## src/rtl/xup_piso_shifter.sv

```systemverilog
// xup_piso_shifter: valid/ready loaded parallel-in serial-out transmitter with done pulse
`timescale 1ns/1ps
module xup_piso_shifter #(
    parameter int SIZE      = 8,
    parameter int DELAY     = 3,
    parameter bit MSB_FIRST = 1
) (
    input  logic            clk,
    input  logic            reset,
    input  logic [SIZE-1:0] d,
    input  logic            load_valid,
    output logic            load_ready,
    input  logic            shift_en,
    output logic            sout,
    output logic            busy,
    output logic            done
);
    localparam int CW = $clog2(SIZE + 1);
    typedef enum logic [1:0] {IDLE, SHIFT, DONE} state_t;
    state_t          state, state_nx;
    logic [SIZE-1:0] sr;
    logic [SIZE-1:0] sr_shifted;
    logic [CW-1:0]   cnt;
    logic            load, step, last, next_bit;
    assign load       = state == IDLE && load_valid;
    assign step       = state == SHIFT && shift_en;
    assign last       = cnt == CW'(1);
    assign sr_shifted = MSB_FIRST ? {sr[SIZE-2:0], 1'b0} : {1'b0, sr[SIZE-1:1]};
    assign next_bit   = MSB_FIRST ? sr[SIZE-2] : sr[1];
    always_ff @(posedge clk or posedge reset) begin
        if (reset) state <= #DELAY IDLE;
        else       state <= #DELAY state_nx;
    end
    always_comb begin
        state_nx = load ? SHIFT : (step && last) ? DONE : (state == DONE) ? IDLE : state;
    end
    always_comb begin
        load_ready = state == IDLE;
        busy       = state == SHIFT;
        done       = state == DONE;
    end
    // sout is registered so no input reaches an output combinationally
    always_ff @(posedge clk or posedge reset) begin
        if (reset) begin
            sr   <= #DELAY '0;
            cnt  <= #DELAY '0;
            sout <= #DELAY 1'b0;
        end else if (load) begin
            sr   <= #DELAY d;
            cnt  <= #DELAY CW'(SIZE);
            sout <= #DELAY MSB_FIRST ? d[SIZE-1] : d[0];
        end else if (step) begin
            sr   <= #DELAY sr_shifted;
            cnt  <= #DELAY cnt - CW'(1);
            sout <= #DELAY last ? 1'b0 : next_bit;
        end else if (state == DONE) begin
            sout <= #DELAY 1'b0;
        end
    end
endmodule

```

## config.mk

```make
export PLATFORM = sky130hd
export DESIGN_NAME = xup_piso_shifter
export DESIGN_NICKNAME = d
export VERILOG_FILES = /design/src/rtl/xup_piso_shifter.sv
export SDC_FILE = /design/constraint.sdc
export NUM_CORES = 1
export LEC_CHECK = 0
export ABC_CLOCK_PERIOD_IN_PS = 2690
export BUFFER_PORTS_ARGS = -buffer_cell sky130_fd_sc_hd__buf_4
export CAP_MARGIN = 10
export CORE_MARGIN = 2
export CORE_UTILIZATION = 50
export DETAILED_ROUTE_END_ITERATION = 10
export PLACE_DENSITY = 0.79
export SYNTH_ARGS = -nofsm -noshare
export SYNTH_HDL_FRONTEND = slang
export SYNTH_SLANG_ARGS = --single-unit --ignore-timing --ignore-initial --compat-mode --unroll-limit 50000
```

## constraint.sdc

```tcl
create_clock -name clk -period 2.69 [get_ports clk]
set_input_delay 0.269 -clock clk [delete_from_list [all_inputs] [get_ports clk]]
set_output_delay 0.269 -clock clk [all_outputs]
set_load 0.03 [all_outputs]
```

# After elaboration in Yosys (flattened, before gate mapping)
# Cells that the tools add are included.
[word_totals] word_cells=26 output_inout_bits=4 register_bits=14
[classes] n_eq_ne=3 reduce_logical=7 add_sub_neg=1 mux=11
[op_table] operator="$mux 7" count=2
[op_table] operator="$mux 4" count=2
[op_table] operator="$mux 2" count=3
[op_table] operator="$reduce_bool 3->1" count=2
[op_table] operator="$eq 4x1->1 const B" count=1
[op_table] operator="$mux 1" count=4
[op_table] operator="$sub 4x1->4 const B" count=1
[op_table] operator="$logic_and 1x1->1" count=3
[op_table] operator="$eq 2x1->1 const B" count=1
[op_table] operator="$eq 2x2->1 const B" count=1
[op_table] operator="$logic_not 2->1" count=1
[op_table] operator="$reduce_bool 2->1" count=1

# Logic depth before layout (Yosys ltp)
[logic_depth] ltp_word=5 depth_mapped=5 depth_no_buf=5

# Worst setup path before layout
# OpenSTA, ideal clock, no wires.
[synth_timing] kind="register to register" start="register cnt[1]" end="register sout" setup_slack_ns=1.394 required_ns=2.564 setup_time_ns=0.126 path_stages_with_launch=6 t_arrival_ns=1.169 path_cell_list="dfrtp_1 > inv_1 > ha_1 > nor3b_1 > nor3b_1 > a311o_1"
[synth_between] elab_chain_len=4
[synth_rtl] element="from (decl)" line_no="23" rtl="logic [CW-1:0] cnt;"
[synth_rtl] element="from (signal assigned)" line_no="46" rtl="cnt <= #DELAY '0;"
[synth_rtl] element="from (signal assigned)" line_no="50" rtl="cnt <= #DELAY CW'(SIZE);"
[synth_rtl] element="from (signal assigned)" line_no="54" rtl="cnt <= #DELAY cnt - CW'(1);"
[synth_rtl] element="$eq 4x1->1" line_no="27" rtl="assign last = cnt == CW'(1);"
[synth_rtl] element="$mux 1" line_no="55" rtl="sout <= #DELAY last ? 1'b0 : next_bit;"
[synth_rtl] element="$mux 1" line_no="52" rtl="end else if (step) begin"
[synth_rtl] element="$mux 1" line_no="48" rtl="end else if (load) begin"
[synth_rtl] element="to (signal assigned)" line_no="47" rtl="sout <= #DELAY 1'b0;"
[synth_rtl] element="to (signal assigned)" line_no="55"
[synth_rtl] element="to (signal assigned)" line_no="57" rtl="sout <= #DELAY 1'b0;"
[synth_rtl] element="to (decl)" line_no="14" rtl="output logic sout,"
# Every way passes these cells.
# A chain may end at the register's enable or synchronous reset.

# Final worst setup path
[layout_timing] start="register state[0]" end="output port busy"
[layout_between] elab_chain_len=1
[layout_rtl] element="from (decl)" line_no="20" rtl="state_t state, state_nx;"
[layout_rtl] element="from (signal assigned)" line_no="31" rtl="if (reset) state <= #DELAY IDLE;"
[layout_rtl] element="from (signal assigned)" line_no="32" rtl="else state <= #DELAY state_nx;"
[layout_rtl] element="$eq 2x1->1" line_no="39" rtl="busy = state == SHIFT;"
[layout_rtl] element="to (decl)" line_no="15" rtl="output logic busy,"
# Every way passes these cells.

==> results.ini <==
[sta]
finalSetupTns_ps=0
slew_viol_final=0
rsz0062_at_grt=no
period_needed_ps=1480
hold_slack_ps=37.1
clock.fmax_ghz=0.675
relSlewSlack_pct=63.5
setup_viol=0
finalCritPeriodShare_pct=55.1
finalClockSkew_ps=4.37
hold_viol=0
fin_ws_ps=1210
worstMarginPinSlew_ps=547

[synth]
synth_ff_type=dfrtp_1
synth-seq-cells=14
async_flop_share_pct=100
yosysTopAreaCellShare_pct=44.9
yosysSeqAreaShare_pct=44.9
synth_fp_nets=90
synth_area_leaders=dfrtp_1 (45%), a21oi_1 (7.7%), buf_6 (5.8%)
yosysUniqueCellTypes=28
yosysTopAreaCell=dfrtp_1
ys_top_cells_by_count=dfrtp_1 (14), a21oi_1 (12), nand2_1 (6)
avgSynthCellArea_sq_um=10.3
synth_most_common_cell=dfrtp_1
synth_warnings=0
syn_inst=76
synth-edff-count=0
synthesis.area_sq_um=779

[cts]
ctsResizeCount=0
cts_buffers=3
cts-root-buf=clkbuf_4
cts_setup_buffers=0
hold_buffers=0
clock_latency_ps=270
cts_sinks=14
cts_tree=done
htreeDepth=1
clk_path_buf_depth=2
path_clk_slew_ps=80

[power]
seqPwrFrac_pct=44.4
leakage_nw=0.415
comb_power_share_pct=42.8
ir_drop_uv=522
p_sw_uw=366
p_int_uw=528
swShare_pct=41.0
clkPwrFrac_pct=12.8
power_density_mw_per_mm2=1010

[global_routing]
antenna_found_initial=0
grt_pass1_vias=536
grt_max_degree=15
grtUsageTotal_pct=17.1
overflow=0
grt_pass1_wl_um=2370

[cells_and_area]
area_growth_pct=13.5
multi_input_area_sq_um=364
fill_cells=129
finalInstanceArea_sq_um=885
stdcell_count=105
layout.nets=105
drive_gt1_share_pct=31.5
seqCellArea_sq_um=350
diodes=0

[placed_design]
dp_hpwl_um=972
io_buffer_count=15
gp_congestion=0.645
dp_slack_ps=1240
placed_area_sq_um=862
dp_cells=102

[worst_setup_path]
slowest_stage=dfrtp_1
crit_fanout=11
path_cells=nor2b_1, buf_4
critical_path_class=reg -> out
cp-end-kind=output pin
critPathBufInv=1
cp.arrival_ps=1210
critPathMaxStageDelay_ps=590
critPathRequiredTime_ps=2420
crit_family=flip-flops
startpoint_type=flop

[die]
num_rows=14
die_h_um=43.5
initial_core_util_pct=52.4
core_sq_mm=0.00149
die_w_um=43.5
io-pin-count=16
dieArea_sq_mm=0.00189

[detailed_routing]
final_antenna_net_count=0
dr.first_iter.drc_count=5
drt-total-wl_um=1330
drc=0
viasPerCell=5.46
routedWlPerCell_um=12.6
drt_pass1_iterations=4
vias=573

[flow_run]
drv_cap=0

[outcome]
outcome=complete, no violations

[hold_path]
hp-class=in -> async

[cells in the final DEF, fill, tap and decap left out]
cell type   n
buf_4      15
dfrtp_1    14
a21oi_1    12
nand2_1     6
inv_1       4
nor2_2      4
nor2_1      3
nand3_2     3
nor2b_1     3
clkbuf_4    3
a22oi_1     2
nor3_1      2
nor3b_1     2
ha_1        2
and3b_1     1
nor3b_4     1
nand3b_4    1
o2bb2ai_1   1
o21ai_0     1
or3_1       1
a22o_1      1
or3b_1      1
and3_1      1
o21ai_1     1
nand2b_1    1
mux2i_1     1
a311o_1     1
o21ai_2     1
[path summary, 6_finish.rpt]
kind	start	to	slack, ps	depth (start not counted)
worst max-delay path	state[0]	busy	1210	2
worst min-delay path	reset	sr[3]	40	2
worst max register to register	state[0]	sr[0]	1230	3
worst min register to register	sr[0]	sr[0]	510	1
max in group asynchronous	reset	cnt[3]	2290	2
min in group clk	d[6]	sr[6]	210	3
[cell families after synthesis]
family | synth area share [%]
adders and majority gates | 3.21
DFF | 44.9
muxes | 1.28
AOI/OAI and AO/OA | 15.6
and+or+nand+nor | 26.6
buffers and inverters | 8.35
[per-stage QoR]
stage / util (%) / power, mW
after CTS: 59.4 / 0.905
after detailed placement: 57.9 / 0.789
after global placement: 57.9 / 0.776
final: 59.4 / 0.895
after global routing: 59.4 / 0.972
after floorplan: - / 0.719
[state kept, by name, summed over array words and instances, names as in the netlist]
name	flops
sout	1
cnt	4
sr	7
state	2
[layer usage]
metal  wire length, um  share of wire, %  up-vias  GRT usage [%]
met3                56               4.2        4           2.50
met4                19               1.4        0           10.9
li1                  -                 -      289              -
met5                 0                 0        -              0
met1               624                47      266           22.7
met2               626                47       14           26.3
[final cells by class]
| type | count | area share, % |
|---|---|---|
| inverters | 4 | 1.70 |
| multi-input cells | 53 | 41.2 |
| clock buffers | 3 | 2.55 |
| well taps | 16 | 2.26 |
| repair buffers | 15 | 12.7 |
| flip-flops and latches | 14 | 39.6 |
[power by group through the flow]
stage | Sequential (mW) | Clock, mW | Combinational (mW)
global route | 0.414 | 0.129 | 0.429
floorplan | 0.372 | 0 | 0.347
finish | 0.397 | 0.115 | 0.383
global placement | 0.395 | 0 | 0.380
detailed placement | 0.401 | 0 | 0.389
CTS | 0.396 | 0.120 | 0.389
(Power assumes the default switching activity.)
